$ cat config.mk
export PLATFORM = sky130hd
export DESIGN_NAME = shift_reg_burst
export DESIGN_NICKNAME = d
export VERILOG_FILES = /design/src/rtl/shift_reg_burst.sv
export SDC_FILE = /design/constraint.sdc
export NUM_CORES = 1
export LEC_CHECK = 0
export CAP_MARGIN = 20
export CELL_PAD_IN_SITES_DETAIL_PLACEMENT = 0
export CELL_PAD_IN_SITES_GLOBAL_PLACEMENT = 1
export CORE_MARGIN = 4
export CORE_UTILIZATION = 35
export CTS_CLUSTER_DIAMETER = 100
export DETAILED_ROUTE_END_ITERATION = 10
export GPL_ROUTABILITY_DRIVEN = 0
export PLACE_DENSITY_LB_ADDON = 0.1
export SYNTH_ARGS = -nofsm -noshare
export SYNTH_HDL_FRONTEND = slang
export SYNTH_SLANG_ARGS = --single-unit
$ cat constraint.sdc
create_clock -name clk -period 1.77 [get_ports clk]
set_clock_uncertainty 0.15 [all_clocks]
set_input_delay 0.354 -clock clk [delete_from_list [all_inputs] [get_ports clk]]
set_output_delay 0.354 -clock clk [all_outputs]
set_load 0.005 [all_outputs]
$ cat src/rtl/shift_reg_burst.sv
// Universal shift register with parallel load, single-step shifts and
// counter-driven burst shifts (fill / rotate / arithmetic) with busy/done handshake.
module shift_reg_burst #(
  parameter int WIDTH = 8,
  parameter int CNT_W = $clog2(WIDTH + 1)
) (
  input  logic             clk,
  input  logic             rst_n,
  input  logic             cl,
  input  logic             w,
  input  logic [WIDTH-1:0] din,
  input  logic             shr,
  input  logic             shl,
  input  logic             shift_bit,
  input  logic             start,
  input  logic [CNT_W-1:0] n_bits,
  input  logic             dir,
  input  logic [1:0]       mode,
  output logic [WIDTH-1:0] dout,
  output logic             ser_out,
  output logic             busy,
  output logic             done
);

  typedef enum logic [0:0] {
    ST_IDLE  = 1'b0,
    ST_SHIFT = 1'b1
  } state_t;

  localparam logic [CNT_W-1:0] MAX_CNT = CNT_W'(WIDTH);

  state_t           state_r, state_s;
  logic [WIDTH-1:0] dout_r, dout_s;
  logic [CNT_W-1:0] cnt_r, cnt_s;
  logic             dir_r, dir_s;
  logic [1:0]       mode_r, mode_s;
  logic             busy_r, busy_s;
  logic             done_r, done_s;
  logic [CNT_W-1:0] n_clamp_s;

  // One burst step; mode 2'b11 behaves as fill, arithmetic-left is a plain 0-fill shift.
  function automatic logic [WIDTH-1:0] burst_step(
    input logic [WIDTH-1:0] data,
    input logic             left,
    input logic [1:0]       md,
    input logic             fill_bit
  );
    logic [WIDTH-1:0] res;
    res = data;
    if (left) begin
      case (md)
        2'b01:   res = {data[WIDTH-2:0], data[WIDTH-1]};
        2'b10:   res = {data[WIDTH-2:0], 1'b0};
        default: res = {data[WIDTH-2:0], fill_bit};
      endcase
    end else begin
      case (md)
        2'b01:   res = {data[0], data[WIDTH-1:1]};
        2'b10:   res = {data[WIDTH-1], data[WIDTH-1:1]};
        default: res = {fill_bit, data[WIDTH-1:1]};
      endcase
    end
    return res;
  endfunction

  assign n_clamp_s = (n_bits > MAX_CNT) ? MAX_CNT : n_bits;

  // Next-state, datapath and handshake decode.
  always_comb begin
    state_s = state_r;
    dout_s  = dout_r;
    cnt_s   = cnt_r;
    dir_s   = dir_r;
    mode_s  = mode_r;
    busy_s  = 1'b0;
    done_s  = 1'b0;
    case (state_r)
      ST_IDLE: begin
        if (cl) begin
          dout_s = {WIDTH{1'b0}};
        end else if (w) begin
          dout_s = din;
        end else if (start) begin
          dir_s  = dir;
          mode_s = mode;
          cnt_s  = n_clamp_s;
          if (n_clamp_s == {CNT_W{1'b0}}) begin
            done_s = 1'b1;
          end else begin
            state_s = ST_SHIFT;
            busy_s  = 1'b1;
          end
        end else if (shr) begin
          dout_s = {shift_bit, dout_r[WIDTH-1:1]};
        end else if (shl) begin
          dout_s = {dout_r[WIDTH-2:0], shift_bit};
        end else begin
          dout_s = dout_r;
        end
      end
      ST_SHIFT: begin
        if (cl) begin
          // Abort: no done pulse for a cleared burst.
          dout_s  = {WIDTH{1'b0}};
          cnt_s   = {CNT_W{1'b0}};
          state_s = ST_IDLE;
        end else begin
          dout_s = burst_step(dout_r, dir_r, mode_r, shift_bit);
          cnt_s  = cnt_r - CNT_W'(1);
          if (cnt_r == CNT_W'(1)) begin
            state_s = ST_IDLE;
            done_s  = 1'b1;
          end else begin
            busy_s = 1'b1;
          end
        end
      end
      default: begin
        state_s = ST_IDLE;
        cnt_s   = {CNT_W{1'b0}};
      end
    endcase
  end

  // State and output registers.
  always_ff @(posedge clk or negedge rst_n) begin
    if (!rst_n) begin
      state_r <= ST_IDLE;
      dout_r  <= {WIDTH{1'b0}};
      cnt_r   <= {CNT_W{1'b0}};
      dir_r   <= 1'b0;
      mode_r  <= 2'b00;
      busy_r  <= 1'b0;
      done_r  <= 1'b0;
    end else begin
      state_r <= state_s;
      dout_r  <= dout_s;
      cnt_r   <= cnt_s;
      dir_r   <= dir_s;
      mode_r  <= mode_s;
      busy_r  <= busy_s;
      done_r  <= done_s;
    end
  end

  assign dout    = dout_r;
  assign busy    = busy_r;
  assign done    = done_r;
  assign ser_out = dir_r ? dout_r[WIDTH-1] : dout_r[0];

endmodule
After elaboration in Yosys (flattened, before gate mapping). Index checks and enable logic that the tools add are counted.

Flip-flop bits (word level): 17. Bits in latches: 0. Bits in writable memories: 0. ROM bits: 0. Input bits: 23. Output and inout port bits: 11. Logic and storage cells: 57. Memories kept: 0.

Add/sub/neg operators: 1. Multiply operators: 0. Div/mod/pow operators: 0. Order comparisons: 1. Eq/ne operators: 9. Shift-type cells: 0. Multiplexer cells: 31. Bitwise operators: 3. Reduce and logical (&&, ||, !) cells: 5.

Operators with widths (count): 8-bit two-way mux (7); 8-bit one-hot mux with 2 select lines (2); 4-bit two-way mux (5); 1-bit two-way mux (13); 4-bit inequality test (second input constant) (2); 4-bit one-hot mux with 2 select lines (1); 2-bit inequality test (second input constant) (3); 1-bit one-hot mux with 2 select lines (3); 3-bit AND reduction (2); 5-bit inequality test (second input constant) (1); 4-bit by 1-bit == test with 1-bit output (second input constant) (1); 4-bit greater-than comparator (second input constant) (1); 4-bit logical NOT (1); 4-bit AND reduction (1); 4-bit by 1-bit subtractor with 4-bit output (second input constant) (1); 1-bit NOT (3); 2-bit by 1-bit == test with 1-bit output (second input constant) (1); 2-bit == test (second input constant) (1); 2-bit AND reduction (1).

Logic depth before layout (Yosys ltp). Gate-level depths: netlist of the first run.

Depth after elaboration: 8. Gate-level depth with buffers: 6. Mapped depth without buffers: 6.

Worst setup path before layout of the first run. No wires, ideal clock.

Path kind: reg2reg. From: reg mode_r[1]. To: reg dout_r[7], in the netlist dout[7]. Setup time: 0.125 ns. Data arrival time: 1.340 ns. Data required time: 1.495 ns. Slack: 0.155 ns. Stages on the path, launching flop included: 7. Path buffers: 0. Clock period less this slack: 1.615 ns. Path through: dfrtp_1 inv_1 ha_1 mux2_2 mux2i_1 o22ai_1 mux2_4.

Cells in the longest elaborated chain, start to end: 5. Elaborated cells between the ends (all ways): 8. Those cells by class: 3 x eq/ne; 4 x mux; 1 x reduce/logical.

RTL lines: start, declared (RTL line 36) `logic [1:0] mode_r, mode_s;`; start signal, assigned (RTL line 140) `mode_r <= mode_s;`; 2-bit == test or 2-bit by 1-bit == test with 1-bit output (tied branches) (RTL line 57) `case (md)`; 8-bit one-hot mux with 2 select lines (RTL line 57); 8-bit two-way mux (RTL line 50) `if (left) begin`; 8-bit two-way mux (RTL line 102) `if (cl) begin`; 8-bit one-hot mux with 2 select lines (RTL line 77) `case (state_r)`; end signal, assigned (RTL line 129) `dout_r <= {WIDTH{1'b0}};`; end signal, assigned (RTL line 137) `dout_r <= dout_s;`; end, declared (RTL line 33) `logic [WIDTH-1:0] dout_r, dout_s;`.

Several ways; a longest one is shown, not always the timed one. A chain may end at the register's enable or synchronous reset.

Final worst setup path of the first run. Ends and elaborated chain as after synthesis.

==> results.py, run 1 <==
metrics = {
    "run_status": {
        "status": "complete, no violations",
    },
    "floorplanning": {
        "die_x_um": 67.5,
        "rows": 21,
        "die_h_um": 67.5,
        "core_area_um2": 3390,
        "start_util_pct": 36.6,
        "die_area_um2": 4560,
        "io_pins": 34,
    },
    "global_routing": {
        "grt.overflow.total": 0,
        "track_usage_pct": 16.4,
        "grt_first_pass_wirelength_um": 5660,
        "antenna_found_initial": 0,
        "grt_max_degree": 18,
        "grt_pass1_vias": 1216,
    },
    "layout": {
        "final_common_cell": "buf_4",
        "nFillCells": 330,
        "num_antenna_cells": 0,
        "layout-drive-gt1-share_pct": 28.1,
        "nets": 231,
        "area_delta_synth_final_pct": 51.0,
        "layout_common_cells": "buf_4, clkdlybuf4s50_1, nand2_1, mux2i_1, dfrtp_1",
    },
    "worst_setup_path": {
        "path_class": "reg -> reg",
        "critPathTopFamily": "multiplexers",
        "crit_path_max_incr_delay_ps": 410,
        "critPathCaptureType": "register",
        "cp_num_buf_inv": 1,
        "cp_slowest_cell": "dfrtp_1",
        "cp_max_fo": 3,
        "crit_chain": "inv_1 -> ha_2 -> mux2_2 -> mux2i_1 -> o22ai_1 -> mux2_4",
        "reg2reg_setup_slack_ps": 70,
        "worstPathRequired_ps": 1810,
        "setup.worst_path.start_class": "register",
        "worstPathArrival_ps": 1750,
    },
    "placed_design": {
        "io_buffers": 33,
        "pre_cts_slack_ps": -243,
        "dp_hpwl_um": 2590,
    },
    "clock_network": {
        "path_clk_slew_ps": 110,
        "cts.sinks": 17,
        "cts_tree": "built",
        "h-tree-depth": 1,
        "ctsLongestPathBuffers": 2,
        "clock_latency_ps": 300,
        "numCtsBuffers": 3,
        "cts_root_buf": "clkbuf_4",
    },
    "sta": {
        "setup_viol": 0,
        "holdWs_ps": 220,
        "fin_ws_ps": 66.6,
        "fin_crit_sh_pct": 96.2,
        "slew_violations": 0,
        "slew-limit-headroom_pct": 78.5,
        "worstMarginPinSlew_ps": 323,
        "report.final.hold_viol_count": 0,
        "fmax_ghz": 0.587,
        "post-route-min-period_ps": 1700,
    },
    "pwr": {
        "power_density_nw_per_um2": 738,
        "p_int_uw": 905,
        "ir_drop_uv": 416,
        "switchingPower_uw": 477,
        "netSwitchingFraction_pct": 34.5,
        "seqPwrFrac_pct": 37.6,
        "power_uw": 1380,
        "pwr-share-comb_pct": 47.0,
        "p_leak_uw": 0.000867,
        "clkPwrFrac_pct": 15.4,
    },
    "routing": {
        "drt_iter0_markers": 64,
        "drc_errors": 0,
        "ant_nets": 0,
        "drt_wl_total_um": 3480,
        "viasPerCell": 4.97,
        "avgRoutedWirePerCell_um": 14.0,
        "vias": 1237,
        "dr.pass1.iters": 5,
    },
    "synth": {
        "yosysSeqAreaShare_pct": 34.3,
        "synth_area_um2": 1240,
        "yosysWarningCount": 0,
        "syn_avg_cell_area_um2": 8.99,
        "ys_seq_elements": 17,
        "yosysTopAreaCell": "dfrtp_1",
        "synth.area.top_cells": "dfrtp_1, mux2i_1, nand2_1",
        "synth_nets": 165,
        "synthCells": 138,
        "yosysTopAreaCellShare_pct": 34.3,
        "synth.distinct_cells": 29,
    },
    "run": {
        "cap_viol_max_count": 0,
    },
    "worst_hold_path": {
        "hold_class": "in -> async",
    },
}
==> cell type report <==
| class | count | area [um^2] | area share, % |
|---|---|---|---|
| Sequential cell | 17 | 432 | 23.1 |
| Clock buffer | 3 | 22.5 | 1.20 |
| Multi-Input combinational cell | 106 | 731 | 39.0 |
| Tap cell | 46 | 57.6 | 3.07 |
| Timing Repair Buffer | 68 | 594 | 31.8 |
| Inverter | 8 | 30.0 | 1.60 |
| Clock inverter | 1 | 5.00 | 0.267 |
==> synth_stat cells <==
library cell	count
a31oi_2	1
buf_4	4
o211ai_1	1
nand2_1	17
mux2i_1	14
a211oi_1	2
ha_1	4
a32oi_1	1
clkbuf_1	1
a221oi_1	2
or2b_4	1
o21ai_0	12
nor3_4	1
a21oi_2	1
o22ai_1	2
or4_1	1
nor2_1	11
a21oi_1	11
nor2b_1	9
mux2_4	1
o21a_4	1
mux2_2	4
a32o_1	1
buf_6	2
inv_1	8
o31ai_1	6
nor2b_2	1
nor3_1	1
dfrtp_1	17
==> cell families (layout without fill, tap and decap cells) <==
family,after synthesis,after routing,share of synthesized area (%)
fa+ha+maj,4,4,4.04
compound gates,41,41,21.6
buf+inv,15,80,6.96
flops,17,17,34.3
simple gates,42,42,17.0
mux,19,19,16.1
==> power by group through the flow <==
| stage | combinational (uW) | sequential (uW) | clock (uW) |
|---|---|---|---|
| after floorplan | 321 | 529 | 0 |
| after CTS | 608 | 527 | 227 |
| final | 649 | 519 | 213 |
| after detailed placement | 559 | 550 | 0 |
| after global routing | 719 | 531 | 246 |
| after global placement | 549 | 546 | 0 |
==> stage by stage <==
stage	setup TNS [ps]	cells	utilization, %	cell area, um^2
2_1_floorplan	0	138	-	1240
3_3_place_gp	-2000	232	51.2	1740
4_1_cts	0	242	53.5	1810
6_report	0	249	55.2	1870
5_1_grt	-1.81	249	55.2	1870
3_5_place_dp	-2270	232	51.2	1740
==> path summary, 6_finish.rpt <==
kind | startpoint | to | cells after the start
min reg2reg | dout[2] | dout[2] | 2
max reg2reg | mode_r[1] | dout[7] | 6
min in group clk | dout[2] | dout[2] | 2
min | rst_n | dout[5] | 2
max | mode_r[1] | dout[7] | 6
max in group asynchronous | rst_n | dout[6] | 2
==> per-layer routing <==
layer / up-vias / share of wire [%] / wire length, um / GRT usage (%)
li1: 618 / - / - / -
met1: 580 / 46 / 1610 / 21.2
met2: 37 / 48 / 1660 / 27.3
met3: 2 / 5.7 / 197 / 3.99
met4: 0 / 0.43 / 15 / 3.80
met5: - / 0 / 0 / 0
==> repair_timing <==
item,in CTS,in global routing
gates resized for setup,7,7
cloned,0,0
setup endpoints to repair,9,7
pin swaps,0,0
setup buffers,6,7
hold endpoints to repair,0,0
hold buffers,0,0
==> sequential cells by signal (all words and copies together), names as in the netlist <==
register  flops
mode_r        2
dout          8
cnt_r         4
busy          1
dir_r         1
done          1
No activity file was read; power rests on OpenSTA's default activity.
==> run 2, diff against run 1 <==
- GPL_ROUTABILITY_DRIVEN: 0 -> 1
==> results of run 2 <==
Final layout, timing and power as in run 1 (identical DEF).
==> run 3, diff against run 2 <==
- CAP_MARGIN: 20 -> 30
- SETUP_SLACK_MARGIN: not set -> 0.15
- SLEW_MARGIN: not set -> 20
==> run 3 against run 2 <==
Compared with the run above: clock power barely moved; core utilization rose by 1.0 points; largest power group unchanged; combinational power rose by 3.1%; register-to-register slack improved by 30 ps; largest cell class unchanged; hold slack got worse by 8.2 ps; flip-flop and latch count did not move; critical path depth fell by 1; first-iteration DRC count rose by 33%; clock-buffer cell count did not move; sequential power barely moved.
==> results.py, run 3 (same netlist as run 1, synthesis figures left out) <==
metrics = {
    "run_status": {
        "status": "complete, no violations",
    },
    "routing": {
        "avgRoutedWirePerCell_um": 14.4,
        "dr.pass1.iters": 4,
        "route.met3.wl_um": 225,
        "ant_nets": 0,
        "dr_wl_met2_um": 1720,
        "drc_errors": 0,
        "viasPerCell": 5.03,
        "vias": 1248,
        "drt_wl_total_um": 3580,
        "wl_met1_um": 1620,
        "drt_iter0_markers": 85,
        "highest_layer": "met4",
    },
    "global_routing": {
        "grt.overflow.total": 0,
        "track_usage_pct": 16.6,
        "grt_first_pass_wirelength_um": 5730,
        "grt_pass1_vias": 1238,
        "grt_max_degree": 18,
        "antenna_found_initial": 0,
    },
    "placed_design": {
        "pre_cts_slack_ps": -243,
        "gp_congestion": 0.866,
        "io_buffers": 33,
        "dp_hpwl_um": 2590,
    },
    "worst_setup_path": {
        "rr_endpoint": "dout[7]",
        "path_class": "reg -> reg",
        "cp_max_fo": 3,
        "critPathCaptureType": "register",
        "worstPathRequired_ps": 1820,
        "worstPathArrival_ps": 1720,
        "startpoint": "mode_r[0]",
        "cp_slowest_cell": "dfrtp_1",
        "crit_chain": "ha_4 -> mux2_4 -> mux2i_1 -> o22ai_1 -> mux2_4",
        "timing.rr.start": "mode_r[0]",
        "crit_path_max_incr_delay_ps": 440,
        "reg2reg_setup_slack_ps": 100,
        "reg2reg_depth": 5,
        "cpMostUsedCell": "mux2_4",
        "setup.worst_path.start_class": "register",
    },
    "layout": {
        "nets": 230,
        "area_delta_synth_final_pct": 53.7,
        "layout-drive-gt1-share_pct": 29.2,
        "largest_reg_flops": 8,
        "num_antenna_cells": 0,
        "utilization_pct": 56.2,
        "layout_common_cells": "buf_4, clkdlybuf4s50_1, nand2_1, mux2i_1, dfrtp_1",
        "final_common_cell": "buf_4",
    },
    "pwr": {
        "ir_drop_uv": 450,
        "p_int_uw": 905,
        "power_density_nw_per_um2": 736,
        "switchingPower_uw": 498,
        "power_uw": 1400,
        "seqPwrFrac_pct": 36.9,
        "netSwitchingFraction_pct": 35.5,
        "pwr-share-comb_pct": 47.7,
        "p_leak_uw": 0.000876,
        "clkPwrFrac_pct": 15.4,
    },
    "clock_network": {
        "cts.sinks": 17,
        "cts-hold-fix-buffers": 0,
        "clock_latency_ps": 300,
        "ctsLongestPathBuffers": 2,
        "path_clk_slew_ps": 120,
        "numCtsBuffers": 3,
        "h-tree-depth": 1,
        "cts_tree": "built",
        "cts_root_buf": "clkbuf_4",
    },
    "sta": {
        "rsz0062_at_grt": "yes",
        "slew_violations": 0,
        "fmax_ghz": 0.598,
        "worstMarginPinSlew_ps": 312,
        "slew-limit-headroom_pct": 79.2,
        "post-route-min-period_ps": 1670,
        "report.final.hold_viol_count": 0,
        "fin_ws_ps": 96.6,
        "fin_crit_sh_pct": 94.5,
        "setup_viol": 0,
        "setup_tns_ps": 0,
    },
    "floorplanning": {
        "core_area_um2": 3390,
        "die_h_um": 67.5,
        "io_pins": 34,
        "start_util_pct": 36.6,
        "die_area_um2": 4560,
        "die_x_um": 67.5,
        "rows": 21,
    },
    "run": {
        "cap_viol_max_count": 0,
    },
    "worst_hold_path": {
        "hold_class": "in -> async",
    },
}
## run 3: cell count changes in the layout (fill, tap and decap cells not counted), moves of 2 or more
cell,before,now
dlygate4sd2_1,1,11
clkdlybuf4s50_1,28,20
buf_4,35,31
dlymetal6s2s_1,3,0
ha_4,0,2
## run 3: power groups by stage
stage | combinational, uW | clock (uW) | sequential (uW)
2_1_floorplan | 321 | 0 | 529
5_1_grt | 740 | 250 | 529
3_3_place_gp | 549 | 0 | 546
3_5_place_dp | 559 | 0 | 550
4_1_cts | 629 | 227 | 513
6_report | 669 | 216 | 517
## run 3: per-layer routing
metal	GRT usage [%]	up-vias
li1	-	621
met3	4.33	2
met2	27.6	40
met1	21.4	585
met4	3.80	0
met5	0	-
## run 3: cell type report
class	instances	area, um^2
Timing Repair Buffer	67	596
Fill cell	329	1480
Multi-Input combinational cell	106	763
Inverter	8	30.0
Tap cell	46	57.6
Clock inverter	1	5.00
Sequential cell	17	432
Clock buffer	3	22.5
## run 3: timing repair
action / in CTS / in global routing
buffers inserted: 10 / 1
endpoints found under the setup margin: 14 / 13
pin swaps: 1 / 1
gates cloned: 0 / 1
gates resized for setup: 20 / 11
## run 3: critical path: cells and delay by family (launching register included)
family	cells	cell delay (ps)
mux	3	700
flops	1	440
fa+ha+maj	1	180
compound gates	1	100
## run 3: metrics by stage
stage | area (um^2) | hold WS [ps] | cells
finish | 1910 | 211 | 248
global route | 1910 | 214 | 248
CTS | 1840 | 216 | 246
detailed placement | 1740 | 382 | 232
global placement | 1740 | 372 | 232
floorplan | 1240 | -91.6 | 138
## run 3: worst max path at each step
| stage | end | slack [ps] |
|---|---|---|
| after floorplan | dout[7] | 160 |
| after global placement | dout[7] | -260 |
| after detailed placement | dout[7] | -240 |
| after CTS | ser_out | 40 |
| after global routing | dout[7] | 30 |
| final | dout[7] | 100 |
==> patch 1, RTL diff (config.mk and constraints of run 1) <==
Change the parameter `WIDTH` from 8 to 4.
--- a/src/rtl/shift_reg_burst.sv
+++ b/src/rtl/shift_reg_burst.sv
@@ -3,3 +3,3 @@
 module shift_reg_burst #(
-  parameter int WIDTH = 8,
+  parameter int WIDTH = 4,
   parameter int CNT_W = $clog2(WIDTH + 1)
Interface: changed (resized din, dout and n_bits); port bits go from 34 to 25. No check against the original RTL was run, so the function may have changed too.
==> patch 1 against run 1 <==
Sequential cell count fell by 5. Non-clock buffer count fell by 26. Wire length fell by 37%. Final area fell by 33%. First-iteration DRC count fell by 84%. Total power fell by 29%. Worst setup slack got worse by 18 ps. Die area fell by 28%. Synthesized area fell by 32%. Via count fell by 34%. Synthesized cell count fell by 30%. Largest cell class unchanged.
==> patch 1: results (changes against run 1) <==
| Metric | Value |
|---|---|
| Met1 usage in global routing | 20.2% (was 21.2%) |
| CP max-delay cell | clkdlybuf4s50_1 (was dfrtp_1) |
| Tot GR Track Use | 14.5% (was 16.4%) |
| Worst skew pair latency | 280 ps (was 300 ps) |
| CP peak stage delay | 520 ps (was 410 ps) |
| Avg WL per Cell | 13.2 µm (was 14.0 µm) |
| Dpl hpwl | 1.65 mm (was 2.59 mm) |
| Syn Inst Count | 97 (was 138) |
| Worst vdd ir | 0.000477 V (was 0.000416 V) |
| Vias per cell | 4.93 (was 4.97) |
| Asr flop ratio synth | 100% (unchanged) |
| Netlist cell types | 30 (was 29) |
| Root buffer cell | clkbuf_4 (unchanged) |
| Delay-heaviest family, CP | buffers and inverters (was multiplexers) |
| DR vias | 818 (was 1237) |
| Cell Area, Placed | 1180 µm² (was 1740 µm²) |
| Register area share after synthesis | 35.5% (was 34.3%) |
| Largest net degree at the start of global routing | 13 (was 18) |
| P_leak | 0.000578 µW (was 0.000867 µW) |
| CP arrival | 1220 ps (was 1750 ps) |
| Warning count from the yosys run | 0 (unchanged) |
| First-pass GRT wire length | 3.73 mm (was 5.66 mm) |
| Synth top cells by count | dfrtp_1, nand2_1, inv_1, nor2_1, o21ai_0 (was dfrtp_1, nand2_1, mux2i_1, o21ai_0) |
| Clock power frac | 23.8% (was 15.4%) |
| Post-CTS sizing | 6 (was 7) |
| Met1 WL | 1.04 mm (was 1.61 mm) |
| Initial DRC Count | 10 (was 64) |
| Number of I/O port buffers | 24 (was 33) |
| Drt pass-1 iters | 4 (was 5) |
| Met3 wire len | 94 µm (was 197 µm) |
| Share of cells above drive strength 1 | 21.0% (was 28.1%) |
| Antenna Cells | 0 (unchanged) |
| Synthesized Nets | 119 (was 165) |
| WL met2 | 1.01 mm (was 1.66 mm) |
| Post-placement cell count | 157 (was 232) |
| Synth area leaders | dfrtp_1, mux2i_1, ha_1 (was dfrtp_1, mux2i_1, nand2_1) |
| H-tree levels | 1 (unchanged) |
| Setup bufs post-CTS | 1 (was 6) |
| Met2 Track Usage GR | 22.5% (was 27.3%) |
| Hold Crit Class | input pin to asynchronous set/reset pin (unchanged) |
| Comb pwr share | 39.1% (was 47.0%) |
| Status | finished, final reports clean (unchanged) |
| Initial antenna violation count | 0 (unchanged) |
| Max reg flops | 4 (was 8) |
| Crit path max fanout | 6 (was 3) |
| Cell Int Power | 664 µW (was 905 µW) |
| Met3 usage | 2.49% (was 3.99%) |
| TritonCTS Buffers | 3 (unchanged) |
| Rel. slew slack | 78.6% (was 78.5%) |
| Worst-path clk slew | 90 ps (was 110 ps) |
## patch 1: cell types whose count changed after synthesis, moves of 2 or more
cell	run 1	this run
o31ai_1	6	1
nor2_1	11	8
nand2_1	17	12
mux2_2	4	0
mux2i_1	14	6
o32ai_1	0	2
inv_1	8	10
a21oi_1	11	7
o21ai_0	12	8
nor2b_1	9	5
dfrtp_1	17	12
buf_4	4	1
## patch 1: through the flow
step,utilization (%),power (µW),setup WS [ps]
after floorplan,-,567,168
after global placement,52.4,728,-119
after detailed placement,52.4,733,-147
after CTS,54.4,971,22.1
after global routing,55.7,1050,6.38
final,55.7,980,48.7
## patch 1: worst paths after layout
| path | from | to | slack [ps] | cells past startpoint |
|---|---|---|---|---|
| worst max-delay path | dout[1]$_DFFE_PN0P_ | dout[1] | 50 | 1 |
| worst min-delay path | rst_n | mode_r[0]$_DFFE_PN0P_ | 220 | 2 |
| worst max register to register | mode_r[1]$_DFFE_PN0P_ | dout[3]$_DFFE_PN0P_ | 80 | 6 |
| worst min register to register | dout[0]$_DFFE_PN0P_ | dout[0]$_DFFE_PN0P_ | 400 | 2 |
| max in group asynchronous | rst_n | dout[1]$_DFFE_PN0P_ | 1070 | 2 |
| min in group clk | dout[0]$_DFFE_PN0P_ | dout[0]$_DFFE_PN0P_ | 400 | 2 |
## patch 1: logic make-up (layout without fill, tap and decap cells)
group           Yosys count  in the layout  synth area share (%)
buf+inv                  15             56                  9.01
compound gates           27             27                  21.0
fa+ha+maj                 4              4                  5.91
flops                    12             12                  35.5
simple gates             31             31                  18.5
mux                       8              8                  10.2
## patch 1: area by class of cell
type / instances / area [µm²]
multi-input cells: 70 / 470
fillers: 217 / 998
inverters: 10 / 37.5
repair buffers: 42 / 373
flip-flops and latches: 12 / 304
well taps: 28 / 35.0
clock buffers: 4 / 36.3
==> patch 2, RTL diff (flow settings as in run 1) <==
Made on the original files. Put one more register stage on the output `done`. The value now appears one clock later. The other outputs are not delayed to match.
--- a/src/rtl/shift_reg_burst.sv
+++ b/src/rtl/shift_reg_burst.sv
@@ -147,3 +147,5 @@
   assign busy    = busy_r;
-  assign done    = done_r;
+  always_ff @(posedge clk) begin
+    done <= done_r;
+  end
   assign ser_out = dir_r ? dout_r[WIDTH-1] : dout_r[0];
Function: changed (a bounded check fails within 4 cycles, from zero or initial values and one cycle with rst_n low).
==> patch 2 against run 1 <==
Total power increased by 5.2%. Sequential cell count increased by 1. Final area increased by 0.80%. Synthesized area increased by 1.6%. First-iteration DRC count increased by 3.1%. Worst setup slack got worse by 23 ps. Non-clock buffer count decreased by 1. Wire length decreased by 1.0%. Critical path type is now flop to output port.
==> patch 2: results (changes against run 1) <==
| Metric | Value |
|---|---|
| Vias per cell | 4.97 (about the same) |
| Final WL | 3.45 mm (was 3.48 mm) |
| Synthesized Nets | 166 (was 165) |
| First-pass GRT wire length | 5.64 mm (was 5.66 mm) |
| Register area share after synthesis | 35.4% (was 34.3%) |
| WHS Path Cells | 0 |
| Netlist cell types | 30 (was 29) |
| Status | finished, final reports clean (unchanged) |
| Hold Buf Count CTS | 0 (unchanged) |
| Antenna Cells | 0 (unchanged) |
| CP arrival | 1220 ps (was 1750 ps) |
| P_leak | 0.000847 µW (was 0.000867 µW) |
| Max reg flops | 8 (unchanged) |
| Worst hold endpoint | done$_DFF_P_ |
| Synth area leaders | dfrtp_1, mux2i_1, nand2_1 (unchanged) |
| Worst skew pair latency | 300 ps (about the same) |
| Worst-path clk slew | 110 ps (about the same) |
| Worst vdd ir | 0.000447 V (was 0.000416 V) |
| Fillcell total | 333 (was 330) |
| Tot GR Track Use | 16.1% (was 16.4%) |
| Asr flop ratio synth | 94.4% (was 100%) |
| Slew @ Worst Pin | 323 ps (about the same) |
| Layout net count | 231 (unchanged) |
| Worst hold slack | 219 ps (was 220 ps) |
| Initial DRC Count | 66 (was 64) |
| Share of cells above drive strength 1 | 26.6% (was 28.1%) |
| CP peak stage delay | 520 ps (was 410 ps) |
| Internal reg-to-reg setup slack | 50 ps (was 70 ps) |
| CP max-delay cell | clkdlybuf4s50_1 (was dfrtp_1) |
| Reg2Reg Capture Point | dout[7]$_DFFE_PN0P_ (unchanged) |
| Hold Crit Class | flop to flop (was input pin to asynchronous set/reset pin) |
| Antenna Nets Post-Route | 0 (unchanged) |
| Fin. Hold Viols | 0 (unchanged) |
| Worst hold start | done_r$_DFF_PN0_ |
| Delay-heaviest family, CP | buffers and inverters (was multiplexers) |
| Dpl hpwl | 2.66 mm (was 2.59 mm) |
| Dpl ws | -196 ps (was -243 ps) |
| Synth top cells by count | dfrtp_1, nand2_1, mux2i_1, o21ai_0 (unchanged) |
| Residual DRC | 0 (unchanged) |
| Crit path max fanout | 2 (was 3) |
| Drt pass-1 iters | 4 (was 5) |
| Number of I/O port buffers | 33 (unchanged) |
| Worst R2R Start | mode_r[1]$_DFFE_PN0P_ (unchanged) |
| Warning count from the yosys run | 0 (unchanged) |
| Worst r2r path cells | 6 (unchanged) |
| Largest net degree at the start of global routing | 18 (unchanged) |
| Vias in the first global route | 1172 (was 1216) |
## patch 2: cell types whose count changed in the layout (fill, tap and decap cells not counted)
cell             before  now
inv_2                 0    1
dfxtp_1               0    1
dfrtp_2               5    3
clkinv_2              1    0
dfrtp_1              12   14
clkdlybuf4s15_1       0    1
buf_4                35   34
inv_1                 8    7
clkdlybuf4s50_1      28   30
dlygate4sd2_1         1    2
dlymetal6s2s_1        3    0
clkbuf_8              0    1
clkbuf_2              1    0
## patch 2: how the worst max path moves through the flow
| stage | endpoint | cells after the start | from | slack (ps) |
|---|---|---|---|---|
| after floorplan | dout[7]$_DFFE_PN0P_ | 6 | mode_r[1]$_DFFE_PN0P_ | 160 |
| after global placement | dout[0]$_DFFE_PN0P_ | 6 | shr | -180 |
| after detailed placement | dout[0]$_DFFE_PN0P_ | 6 | shr | -200 |
| after CTS | dout[3] | 1 | dout[3]$_DFFE_PN0P_ | 8 |
| after global routing | dout[7]$_DFFE_PN0P_ | 6 | mode_r[1]$_DFFE_PN0P_ | -6 |
| final | dout[6] | 1 | dout[6]$_DFFE_PN0P_ | 40 |
## patch 2: repair_timing
action	in CTS	in global routing
endpoints found under the hold margin	0	0
resized for setup	6	4
buffers inserted	6	4
setup endpoints to repair	8	3
gates cloned	0	0
## patch 2: layer usage
metal	routed length [µm]	GRT usage (%)	share of wire, %	vias to the layer above
met5	0	0	0	-
met3	169	4.11	4.9	4
met2	1510	24.4	44	29
met4	19	2.98	0.55	0
met1	1750	23.3	51	579
li1	-	-	-	626
## patch 2: cell type report
cell class / count / area share, %
inverter: 8 / 1.59
clock buffer: 4 / 1.92
sequential: 18 / 23.8
tap: 46 / 3.05
timing repair buffer: 67 / 30.9
multi-input combinational: 106 / 38.7
## patch 2: kinds of logic after synthesis
| group | share of synthesized area, % |
|---|---|
| simple gates | 16.7 |
| compound gates | 21.3 |
| mux | 15.9 |
| flops | 35.4 |
| buf+inv | 6.85 |
| fa+ha+maj | 3.97 |
## patch 2: metrics by stage
| step | cells | area (µm²) | setup TNS [ps] | utilization [%] |
|---|---|---|---|---|
| floorplan | 139 | 1260 | 0 | - |
| CTS | 245 | 1850 | 0 | 54.2 |
| global placement | 235 | 1770 | -1820 | 51.9 |
| detailed placement | 235 | 1770 | -1780 | 51.9 |
| global route | 249 | 1890 | -6.41 | 55.2 |
| finish | 249 | 1890 | 0 | 55.2 |
## patch 2: where the power goes
group          leakage, µW  switching [µW]  internal [µW]
Clock            0.0000210             136            125
Combinational     0.000608             286            360
Sequential        0.000219            60.7            485
